==> config.mk <==
export PLATFORM = sky130hd
export DESIGN_NAME = block_lock_sync
export DESIGN_NICKNAME = d
export VERILOG_FILES = /design/src/rtl/block_lock_sync.sv
export SDC_FILE = /design/constraint.sdc
export NUM_CORES = 1
export LEC_CHECK = 0
export CAP_MARGIN = 20
export CORE_MARGIN = 1
export CORE_UTILIZATION = 48
export DETAILED_ROUTE_END_ITERATION = 8
export PLACE_DENSITY = 0.83
export REMOVE_ABC_BUFFERS = 1
export SETUP_SLACK_MARGIN = 0.15
export SYNTH_ARGS = -nofsm -noshare
export SYNTH_HDL_FRONTEND = slang
export SYNTH_SLANG_ARGS = --single-unit
==> constraint.sdc <==
create_clock -name RX_CLK -period 4 [get_ports RX_CLK]
set_input_delay 0.4 -clock RX_CLK [delete_from_list [all_inputs] [get_ports RX_CLK]]
set_output_delay 0.4 -clock RX_CLK [all_outputs]
set_load 0.1 [all_outputs]
==> src/rtl/block_lock_sync.sv <==
// Purpose : 64b/66b receive-lane sync-header lock; acquires/holds block lock, requests gearbox slips.
// Latency : 1 cycle block_in -> block_out; lock decisions take effect on the edge after the tested block.
// Backpr. : none; block_in_valid=0 cycles are ignored and freeze all lock state, no ready is returned.
//
// Ports:
//   RX_CLK          receive clock, all outputs registered on its rising edge
//   reset           asynchronous active-low reset
//   block_in        66-bit block from gearbox, sync header in [65:64]
//   block_in_valid  block_in carries a new block
//   block_out       registered copy of block_in
//   block_out_valid block_out valid and lane locked
//   block_lock      lane holds sync-header lock
//   slip            one-cycle bit-slip request to the gearbox
//   lock_loss_count saturating count of lock->unlock transitions
module block_lock_sync #(
    parameter int LOCK_CNT   = 64,
    parameter int WINDOW     = 1024,
    parameter int INVLD_MAX  = 65,
    parameter int SLIP_GUARD = 4
) (
    input  logic        RX_CLK,
    input  logic        reset,
    input  logic [65:0] block_in,
    input  logic        block_in_valid,
    output logic [65:0] block_out,
    output logic        block_out_valid,
    output logic        block_lock,
    output logic        slip,
    output logic [15:0] lock_loss_count
);

    localparam int GW = $clog2(SLIP_GUARD + 1);

    localparam logic [10:0]   LOCK_CNT_C  = 11'(LOCK_CNT);
    localparam logic [10:0]   WINDOW_C    = 11'(WINDOW);
    localparam logic [6:0]    INVLD_MAX_C = 7'(INVLD_MAX);
    // SLIP_WAIT counts down to zero inclusive, so load one less than the guard length.
    localparam logic [GW-1:0] GUARD_LOAD  = GW'(SLIP_GUARD - 1);
    localparam logic [GW-1:0] GUARD_ONE   = GW'(1);

    typedef enum logic [1:0] {
        LOCK_INIT = 2'd0,
        TEST      = 2'd1,
        SLIP      = 2'd2,
        SLIP_WAIT = 2'd3
    } state_t;

    state_t          state_q;
    logic [10:0]     sh_cnt_q;
    logic [6:0]      invld_cnt_q;
    logic [GW-1:0]   guard_q;
    logic [65:0]     block_out_q;
    logic            block_out_valid_q;
    logic            block_lock_q;
    logic            slip_q;
    logic [15:0]     lock_loss_count_q;

    logic            sh_valid;
    logic [10:0]     sh_cnt_d;
    logic [6:0]      invld_cnt_d;

    // Only 01 and 10 are legal sync headers.
    assign sh_valid    = block_in[65] ^ block_in[64];
    // Counter values as they would be after counting the block presented this cycle.
    assign sh_cnt_d    = sh_cnt_q + 11'd1;
    assign invld_cnt_d = invld_cnt_q + {6'd0, ~sh_valid};

    always_ff @(posedge RX_CLK or negedge reset) begin
        if (!reset) begin
            state_q           <= LOCK_INIT;
            sh_cnt_q          <= '0;
            invld_cnt_q       <= '0;
            guard_q           <= '0;
            block_out_q       <= '0;
            block_out_valid_q <= 1'b0;
            block_lock_q      <= 1'b0;
            slip_q            <= 1'b0;
            lock_loss_count_q <= '0;
        end else begin
            block_out_q       <= block_in;
            // Qualified with the lock held before this edge's decision.
            block_out_valid_q <= block_in_valid & block_lock_q;
            slip_q            <= 1'b0;

            case (state_q)
                LOCK_INIT: begin
                    sh_cnt_q    <= '0;
                    invld_cnt_q <= '0;
                    state_q     <= TEST;
                end

                TEST: begin
                    if (block_in_valid) begin
                        if (!block_lock_q) begin
                            if (!sh_valid) begin
                                state_q <= SLIP;
                                slip_q  <= 1'b1;
                            end else if (sh_cnt_d == LOCK_CNT_C) begin
                                block_lock_q <= 1'b1;
                                sh_cnt_q     <= '0;
                                invld_cnt_q  <= '0;
                            end else begin
                                sh_cnt_q <= sh_cnt_d;
                            end
                        end else begin
                            // Loss of lock is checked first so it beats a coincident window end.
                            if (invld_cnt_d == INVLD_MAX_C) begin
                                block_lock_q <= 1'b0;
                                state_q      <= SLIP;
                                slip_q       <= 1'b1;
                                if (lock_loss_count_q != 16'hFFFF) begin
                                    lock_loss_count_q <= lock_loss_count_q + 16'd1;
                                end
                            end else if (sh_cnt_d == WINDOW_C) begin
                                sh_cnt_q    <= '0;
                                invld_cnt_q <= '0;
                            end else begin
                                sh_cnt_q    <= sh_cnt_d;
                                invld_cnt_q <= invld_cnt_d;
                            end
                        end
                    end
                end

                SLIP: begin
                    block_lock_q <= 1'b0;
                    guard_q      <= GUARD_LOAD;
                    state_q      <= SLIP_WAIT;
                end

                SLIP_WAIT: begin
                    if (guard_q == '0) begin
                        state_q <= LOCK_INIT;
                    end else begin
                        guard_q <= guard_q - GUARD_ONE;
                    end
                end

                default: state_q <= LOCK_INIT;
            endcase
        end
    end

    assign block_out       = block_out_q;
    assign block_out_valid = block_out_valid_q;
    assign block_lock      = block_lock_q;
    assign slip            = slip_q;
    assign lock_loss_count = lock_loss_count_q;

endmodule

==> out/metrics.yaml <==
reg2reg_from: "invld_cnt_q[0]$_DFFE_PN0P_"
wl_per_cell_um: 17.1
finalCritPeriodShare_pct: 76.1
p_comb_share_pct: 29.7
synth_edf_count: 0
worst_ir_drop_vdd_uv: 242
fin_skew_ns: 0.0144
nets: 565
grt_start_max_net_pins: 77
fin_setup_tns_ns: 0
antenna_cells: 0
final_util_pct: 72.1
switching_share_pct: 36.5
ant_nets: 0
fillers: 568
cts.sinks: 108
drtPass1Iterations: 4
dieArea_sq_um: 9100
cts_buffer_depth: 2
max_cap_viol_count: 0
finalSetupViolCount: 0
ys_warn_count: 0
port_buffers: 153
drt_wl_total_mm: 10.2
cp_max_fo: 10
top_layer_used: "met4"
worst-setup-path-type: "in -> reg"
rsz0062_at_grt: "no"
internal-power_w: 0.00165
setup_ws_ns: 0.957
regToRegSetupSlack_ns: 1.40
preCtsSetupSlack_ns: 0.585
ys_seq_area_share_pct: 64.5
crit_arrival_ns: 3.31
cp-start-kind: "primary input"
ys_ff_latch: 108
areaGrowthSynthToFinish_pct: 43.6
clkLatencyLatePin_ns: 0.38
postCtsHoldBufs: 0
end_kind: "register"
viasPerCell: 5.36
slew_violations: 0
clockPowerShare_pct: 24.0
synth_area_per_cell_sq_um: 12.8
first_iter_violations: 125
cp.required_ns: 4.27
reg2reg_depth: 9
ys.flop_type: "dfrtp_1"
drive_gt1_share_pct: 8.76
core_sq_um: 8340
synthDistinctLibCells: 59
dp_hpwl_mm: 7.69
place_area_sq_um: 5830
switchingPower_w: 0.000949
dieWidth_um: 95.4
tightestPinTransition_ns: 1.03
p_leak_nw: 2.60
die_h_um: 95.4
dp_cells: 580
grt_overflow_total: 0
post_cts_buffers: 0
htreeDepth: 3
synthArstFlopShare_pct: 100
pwr_density_cell_nw_per_um2: 432
outcome: "complete, no violations"
cts.clk_slew.worst_paths_ns: 0.10
gp_congestion: 0.849
wl_met2_mm: 5.36
drc_errors: 0
fin_cells: 596
fin_crit_ns: 3.04
start_util_pct: 50.2
drt-met1-wl_mm: 3.98
routed-via-count: 3196
finalInstanceArea_sq_um: 6010
tritoncts: "done"
grt_usage_pct: 22.9
fmax_mhz: 329
cts_buffers: 9
rows: 33
synth.cell_area_sq_um: 4190
pin_count: 154
hold_viol: 0
grt_pass1_wl_mm: 15.7
wl_met3_um: 727
r2r-end: "invld_cnt_q[1]$_DFFE_PN0P_"
power.share.sequential_pct: 46.2
hold_class: "in -> async"
antenna_found_initial: 0
slew_headroom_pct: 31.1
grt_pass1_vias: 3117
syn_inst: 326
cts_resized: 0
cts-root-buf: "clkbuf_8"
-- state kept, by name, summed over array words and instances, names as in the netlist --
register	count
block_out_valid	1
invld_cnt_q	7
lock_loss_count	16
slip	1
sh_cnt_q	11
guard_q	3
block_out	66
state_q	2
block_lock	1
-- worst max-delay path, cell delays in order --
cell	delay, ns
clkdlybuf4s50_1	0.44
xnor2_1	0.29
ha_1	0.23
ha_1	0.25
nand2_1	0.07
o32ai_1	0.33
o211ai_2	0.24
o21ai_2	0.18
buf_4	0.19
a31o_1	0.35
mux2_4	0.34
-- cells in the final DEF, fill, tap and decap left out, types with 3 or more instances in the layout --
cell type        count
a21oi_1             13
buf_4                4
a21o_2               3
nand2b_1             3
inv_1               12
clkbuf_8             9
nand2_1             22
o21ai_0             14
or3_1                4
and3_1               8
and2_1               4
xor2_1               5
mux2_4               4
o21a_1               4
xnor2_1             14
clkdlybuf4s50_1    152
nand3_2              3
nor2_1              10
nand3_1             11
a311o_1              3
nand4_1              9
dfrtp_1            108
ha_1                10
nor3_1               9
-- cell usage after synthesis, drive strengths merged (3+ instances only) --
cell / n / area, sq um
dfrtp: 108 / 2700
o21ai: 16 / 83.8
a21boi: 3 / 22.5
a21oi: 13 / 65.1
nand4: 9 / 56.3
nor2: 10 / 37.5
o21a: 4 / 30.0
a311o: 3 / 30.0
nand3: 14 / 85.1
nand2b: 3 / 18.8
and2: 5 / 32.5
nor4: 3 / 25.0
and3: 9 / 57.6
o31ai: 3 / 27.5
a21o: 3 / 26.3
nand2: 22 / 82.6
xor2: 5 / 43.8
inv: 12 / 45.0
xnor2: 14 / 123
ha: 10 / 125
buf: 5 / 37.5
mux2: 6 / 82.6
nor3: 9 / 45.0
or3: 6 / 40.0
-- routing by layer --
metal  vias to the layer above  GRT usage (%)
met4                         0           6.84
met3                         9           5.58
li1                       1485              -
met2                       116           41.0
met5                         -              0
met1                      1586           27.1
-- power groups by stage --
stage	sequential (W)	clock [W]	combinational [W]
after floorplan	0.00148	0	0.000256
after global placement	0.00122	0	0.000746
after detailed placement	0.00122	0	0.000771
after CTS	0.00120	0.000639	0.000774
after global routing	0.00121	0.000683	0.000824
final	0.00120	0.000624	0.000772
-- worst max path at each step --
stage | from | endpoint
6_report | block_in[64] | invld_cnt_q[1]$_DFFE_PN0P_
3_3_place_gp | block_in[64] | invld_cnt_q[0]$_DFFE_PN0P_
4_1_cts | block_in[64] | invld_cnt_q[1]$_DFFE_PN0P_
5_1_grt | block_in[65] | invld_cnt_q[1]$_DFFE_PN0P_
3_5_place_dp | block_in[64] | invld_cnt_q[3]$_DFFE_PN0P_
2_1_floorplan | block_lock$_DFFE_PN0P_ | lock_loss_count[11]$_DFFE_PN0P_
-- cell families (layout without fill, tap and decap cells) --
| group | count (synthesis) | in the layout | share of synthesized area (%) |
|---|---|---|---|
| AOI/OAI and AO/OA | 64 | 64 | 11.1 |
| xor gates and xnor gates | 19 | 19 | 3.97 |
| adders and majority gates | 10 | 10 | 2.99 |
| buffers and inverters | 19 | 184 | 2.15 |
| DFF | 108 | 108 | 64.5 |
| muxes | 8 | 8 | 2.45 |
| and+or+nand+nor | 98 | 98 | 12.9 |
-- final cells by class --
| class | instances | area [sq um] | area share [%] |
|---|---|---|---|
| clock inverter | 6 | 60.1 | 0.999 |
| sequential | 108 | 2700 | 44.9 |
| timing repair buffer | 156 | 1550 | 25.8 |
| multi-input combinational | 199 | 1400 | 23.2 |
| clock buffer | 10 | 128 | 2.12 |
| inverter | 12 | 45.0 | 0.749 |
| tap | 105 | 131 | 2.18 |
-- through the flow --
step	hold WS (ns)	power (W)
2_1_floorplan	0.104	0.00174
6_report	0.160	0.00260
5_1_grt	0.241	0.00272
4_1_cts	0.193	0.00261
3_5_place_dp	0.471	0.00199
3_3_place_gp	0.456	0.00196
No activity file was read; power rests on OpenSTA's default activity.
==> edit 1 (config.mk and constraints unchanged) <==
Change the parameter `LOCK_CNT` from 64 to 48.
--- a/src/rtl/block_lock_sync.sv
+++ b/src/rtl/block_lock_sync.sv
@@ -13,7 +13,7 @@
 //   slip            one-cycle bit-slip request to the gearbox
 //   lock_loss_count saturating count of lock->unlock transitions
 module block_lock_sync #(
-    parameter int LOCK_CNT   = 64,
+    parameter int LOCK_CNT   = 48,
     parameter int WINDOW     = 1024,
     parameter int INVLD_MAX  = 65,
     parameter int SLIP_GUARD = 4
Check against the original RTL: same outputs for any inputs over 4 cycles, from zero or initial values and one cycle with reset low; that may be too few to reach the edited logic, so the function may still have changed.
==> edit 1 against the unedited design <==
  * Critical path type unchanged
  * Via count shrank 4.7%
  * Routed wire length is 0.23% lower
  * Clock skew is 0.0023 ns higher
  * Design area down 1.1%
  * Power is 0.54% lower
  * Setup slack improved by 0.025 ns
  * Largest power group unchanged
  * Largest cell class unchanged
  * Critical path depth grew 1
  * Sequential cell count did not move
  * Clock power up 4.0%
  * Synthesized area down 1.6%
==> edit 1: results (changes against the unedited design) <==
clock_network:
  cts_root_buf: "clkbuf_8"
  post-cts-setup-buffers: 0  # unchanged
  clk_latency_ns: 0.37
  cts_resized: 0  # unchanged
  clk_path_buf_depth: 2  # unchanged
  cts-htree-levels: 3  # unchanged
  clk_pin_slew_ns: 0.10  # about the same
  cts_buffers: 9  # unchanged
route:
  route.layer.met1.wl_mm: 4.17  # +4.7%
  wl_met3_um: 680  # -6.5%
  drt_iter0_markers: 125  # unchanged
  highest_layer: "met4"
  via_count: 3045  # -4.7%
  drt_first_pass_iters: 5  # +1
  post_drt_wl_per_cell_um: 17.0  # about the same
  wl_met2_mm: 5.17  # -3.6%
critical_path:
  crit_slowest_cell: "or4_1"
  cp.arrival_ns: 3.28  # -0.03 ns
  worstSetupEndpoint: "lock_loss_count[10]"
  critPathTopFamily: "simple AND/OR/NAND/NOR gates"
  r2r_setup_slack_ns: 1.32  # -0.08 ns
  r2r-start: "invld_cnt_q[0]"
  slowest_delay_ns: 0.50  # +0.06 ns
  rr_endpoint: "invld_cnt_q[4]"
  critPathLaunch: "block_in[64]"
  rr_worst_depth: 9  # unchanged
  path_max_fanout: 12  # +2
sta:
  finalClockSkew_ns: 0.0168  # +0.00235 ns
  setup_ws_ns: 0.982  # +0.0249 ns
  slew_headroom: 0.296  # -0.0145
  whs_ns: 0.134  # -0.0265 ns
placement:
  routabilityCongestion: 0.852  # +0.41%
  place_ws_ns: 0.597  # +0.0117 ns
  portBuffers: 153  # unchanged
  placed_area_um2: 5750  # -1.3%
  place_hpwl_mm: 7.78  # +1.2%
logic_synthesis:
  ys_warn_count: 0  # unchanged
  synth_area_leaders: "dfrtp_1 (66%), ha_1 (3.0%), xnor2_1 (2.8%)"
  ys_seq_area_frac: 0.656  # +0.0104
  synthArstFlopShare: 1.00  # unchanged
  yosysUniqueCellTypes: 51  # -14%
  synth_common_cells: "dfrtp_1 (108), nand2_1 (25), nor2_1 (21), o21ai_1 (20)"
power_and_ir_drop:
  switching_share: 0.358  # -0.00747
  power.leakage_nw: 2.56  # -1.5%
  vdd_drop_max_mv: 0.213  # -12%
layout:
  nets: 564  # -0.18%
  diodes: 0  # unchanged
  drive_above_1_share: 0.0612  # -0.0264
  largest_reg_flops: 66  # unchanged
status:
  run_status: "complete, no violations"
global_routing:
  antenna_found_initial: 0  # unchanged
  grt_usage: 0.232  # +0.00348
  grt_max_degree: 74  # -3.9%
  grt_pass1_vias: 2911  # -6.6%
  grt_pass1_wl_mm: 15.4  # -2.0%
worst_hold_path:
  hp-class: "input port to async pin"
==> edit 1: worst min path at each step <==
stage | from | to | depth (start not counted)
detailed placement | lock_loss_count[6] | lock_loss_count[6] | 1
finish | reset | lock_loss_count[9] | 1
floorplan | reset | block_lock | 0
global route | reset | lock_loss_count[7] | 1
global placement | lock_loss_count[10] | lock_loss_count[10] | 1
CTS | reset | lock_loss_count[9] | 1
==> edit 1: metal layers <==
layer,up-vias,GRT usage
li1,1458,-
met3,10,0.0644
met5,-,0
met1,1476,0.287
met4,0,0.0783
met2,101,0.393
==> edit 1: cell type report <==
type / count / area [um^2]
Multi-Input combinational cell: 196 / 1310
Clock inverter: 6 / 60.1
Sequential cell: 108 / 2700
Inverter: 13 / 48.8
Timing Repair Buffer: 157 / 1560
Fill cell: 558 / 2310
Clock buffer: 10 / 138
Tap cell: 105 / 131
==> edit 1: through the flow <==
stage          utilization  std cells
6_report             0.720        595
5_1_grt              0.720        595
4_1_cts              0.720        595
3_5_place_dp         0.696        579
3_3_place_gp         0.696        579
2_1_floorplan            -        317
==> edit 1: power by group through the flow <==
stage	clock network (mW)	logic (mW)	registers, mW
2_1_floorplan	0	0.227	1.48
3_3_place_gp	0	0.718	1.22
3_5_place_dp	0	0.737	1.22
4_1_cts	0.670	0.739	1.20
5_1_grt	0.720	0.788	1.21
6_report	0.649	0.733	1.20
==> edit 1: logic make-up (layout without fill, tap and decap cells) <==
group                      count (synthesis)  count (layout)  synth area share
buffers and inverters                     22             186            0.0270
muxes                                      4               4            0.0106
adders and majority gates                 10              10            0.0303
and+or+nand+nor                           98              98             0.125
xor gates and xnor gates                  21              21            0.0446
DFF                                      108             108             0.656
AOI/OAI and AO/OA                         63              63             0.107
==> edit 2 (same settings) <==
Without the edit above. Add an input register stage for `block_in` and `block_in_valid`; this delays them by one clock. Comments in the files are not updated.
--- a/src/rtl/block_lock_sync.sv
+++ b/src/rtl/block_lock_sync.sv
@@ -45,6 +45,14 @@
         SLIP_WAIT = 2'd3
     } state_t;
 
+    logic [65:0] block_q;
+    logic block_in_valid_q;
+
+    always_ff @(posedge RX_CLK) begin
+        block_q          <= block_in;
+        block_in_valid_q <= block_in_valid;
+    end
+
     state_t          state_q;
     logic [10:0]     sh_cnt_q;
     logic [6:0]      invld_cnt_q;
@@ -60,7 +68,7 @@
     logic [6:0]      invld_cnt_d;
 
     // Only 01 and 10 are legal sync headers.
-    assign sh_valid    = block_in[65] ^ block_in[64];
+    assign sh_valid    = block_q[65] ^ block_q[64];
     // Counter values as they would be after counting the block presented this cycle.
     assign sh_cnt_d    = sh_cnt_q + 11'd1;
     assign invld_cnt_d = invld_cnt_q + {6'd0, ~sh_valid};
@@ -77,9 +85,9 @@
             slip_q            <= 1'b0;
             lock_loss_count_q <= '0;
         end else begin
-            block_out_q       <= block_in;
+            block_out_q       <= block_q;
             // Qualified with the lock held before this edge's decision.
-            block_out_valid_q <= block_in_valid & block_lock_q;
+            block_out_valid_q <= block_in_valid_q & block_lock_q;
             slip_q            <= 1'b0;
 
             case (state_q)
@@ -90,7 +98,7 @@
                 end
 
                 TEST: begin
-                    if (block_in_valid) begin
+                    if (block_in_valid_q) begin
                         if (!block_lock_q) begin
                             if (!sh_valid) begin
                                 state_q <= SLIP;
Check against the original RTL: not equivalent (Yosys sat finds a counterexample within 4 cycles, from zero or initial values and one cycle with reset low).
==> edit 2 against the unedited design <==
  * Routed wire length up 30%
  * Fmax is 7.3% higher
  * Sequential cell count rose by 67
  * Non-clock buffer count unchanged
  * Register-to-register slack worse by 0.24 ns
  * Setup slack improved by 0.21 ns
  * Design area is 31% higher
  * Combinational power decreased by 3.5%
  * Clock skew decreased by 0.0055 ns
  * Power rose by 64%
  * Synthesized area is 34% higher
  * Final cell count up 22%
  * First-iteration DRC count increased by 90%
  * Critical path type is now flip-flop to flip-flop
  * Critical endpoint is now lock_loss_count[1]
  * Largest power group unchanged
  * Highest routed layer unchanged
==> edit 2: results (changes against the unedited design) <==
status:
  run_status: "complete, no violations"
route:
  drt_first_pass_iters: 4  # unchanged
  post_drt_wl_per_cell_um: 18.1  # +6.3%
  drt_iter0_markers: 238  # +90%
  via_count: 3746  # +17%
logic_synthesis:
  synthArstFlopShare: 0.617  # -0.383
  synth_flop_cell: "dfrtp_1"
  synth_xor_area_frac: 0.0515  # +0.0118
  synth_area_leaders: "dfrtp_1 (48%), dfxtp_1 (24%), xnor2_1 (3.3%)"
  synth_common_cells: "dfrtp_1 (108), dfxtp_1 (67), nand2_1 (26), nand3_1 (23), nor2_1 (22)"
  ys_warn_count: 0  # unchanged
  synth-adder-area-share: 0.0223  # -0.00756
  yosysUniqueCellTypes: 48  # -19%
  synth_compound_area_frac: 0.0663  # -0.0443
  ys_seq_area_frac: 0.721  # +0.0758
  synthMuxAreaShare: 0.00959  # -0.0149
global_routing:
  grt_usage: 0.232  # +0.00351
  grt_pass1_vias: 3945  # +27%
  antenna_found_initial: 0  # unchanged
  grt_max_degree: 84  # +9.1%
  grt_pass1_wl_mm: 20.3  # +30%
critical_path:
  cp.arrival_ns: 3.14  # -0.17 ns
  r2r-start: "block_q[65]"
  r2r_setup_slack_ns: 1.16  # -0.24 ns
  rr_endpoint: "lock_loss_count[1]"
  rr_worst_depth: 8  # -1
  path_max_fanout: 9  # -1
clock_network:
  clk_path_buf_depth: 2  # unchanged
  cts-htree-levels: 4  # +1
  clk_pin_slew_ns: 0.07  # -0.03 ns
  post-cts-setup-buffers: 0  # unchanged
  cts_root_buf: "clkbuf_16"
  cts_buffers: 17  # +8
  clk_latency_ns: 0.42  # +0.04 ns
layout:
  drive_above_1_share: 0.0667  # -0.0209
  diodes: 0  # unchanged
  nFillCells: 787  # +39%
  nets: 652  # +15%
placement:
  place_hpwl_mm: 8.72  # +13%
  portBuffers: 153  # unchanged
  routabilityCongestion: 0.857  # +0.97%
power_and_ir_drop:
  power.leakage_nw: 3.32  # +28%
  vdd_drop_max_mv: 0.571  # +140%
worst_hold_path:
  hold_end: "block_out[25]"
  hold_start: "block_q[25]"
  hp-class: "flip-flop to flip-flop"
  min_path_cells: 0
sta:
  finalClockSkew_ns: 0.00891  # -0.00552 ns
  worstMarginPinSlew_ns: 1.04  # +0.0132 ns
## edit 2: worst max-delay path by stage
stage	from	endpoint	slack [ns]	depth (start not counted)
floorplan	lock_loss_count[2]	lock_loss_count[1]	1.44	5
global placement	block_q[65]	lock_loss_count[1]	1.37	8
detailed placement	block_q[64]	lock_loss_count[1]	1.25	8
finish	block_q[65]	lock_loss_count[1]	1.16	8
CTS	block_q[65]	lock_loss_count[1]	1.18	8
global route	block_q[65]	lock_loss_count[1]	1.01	8
## edit 2: per-stage QoR
stage / utilization / hold WS [ns] / cell area (um^2) / cells
5_1_grt: 0.689 / 0.328 / 7860 / 728
6_report: 0.689 / 0.324 / 7860 / 728
2_1_floorplan: - / 0.104 / 5550 / 398
3_3_place_gp: 0.636 / 0.317 / 7260 / 695
4_1_cts: 0.685 / 0.215 / 7830 / 726
3_5_place_dp: 0.636 / 0.320 / 7260 / 695
## edit 2: cells by family (layout without fill, tap and decap cells)
logic type	Yosys count	after routing
xor+xnor	33	33
flops	175	175
fa+ha+maj	10	10
mux	5	5
buf+inv	23	198
compound gates	48	48
simple gates	116	116
## edit 2: repair_timing
action,in CTS,in global routing
hold endpoints to repair,0,9
gates resized for setup,0,0
hold buffers,0,1
## edit 2: critical path: stages (launching register included)
cell,delay (ns)
dfxtp_1,0.36
xor2_1,0.26
inv_1,0.08
ha_1,0.22
ha_1,0.26
nor3_1,0.40
o211ai_1,0.22
nor4b_4,0.52
mux2_2,0.40
## edit 2: area by class of cell
type | count | area [um^2] | share of cell area
Sequential cell | 175 | 4040 | 0.514
Clock inverter | 8 | 108 | 0.0137
Timing Repair Buffer | 156 | 1570 | 0.200
Tap cell | 143 | 179 | 0.0228
Inverter | 11 | 41.3 | 0.00525
Clock buffer | 23 | 458 | 0.0582
Multi-Input combinational cell | 212 | 1460 | 0.186
## edit 2: layer usage
metal	wire length, um	GRT usage	vias to the layer above
met1	5090	0.265	1842
met2	6660	0.375	150
met4	217	0.0874	0
met5	0	0	-
met3	1230	0.117	19
li1	-	-	1735
## edit 2: report_power, final
part           total, mW  internal (mW)  leakage, nW  switching, mW
Clock               1.60          0.939        0.272          0.661
Combinational      0.745          0.234         1.14          0.511
Sequential          1.92           1.86         1.91         0.0534
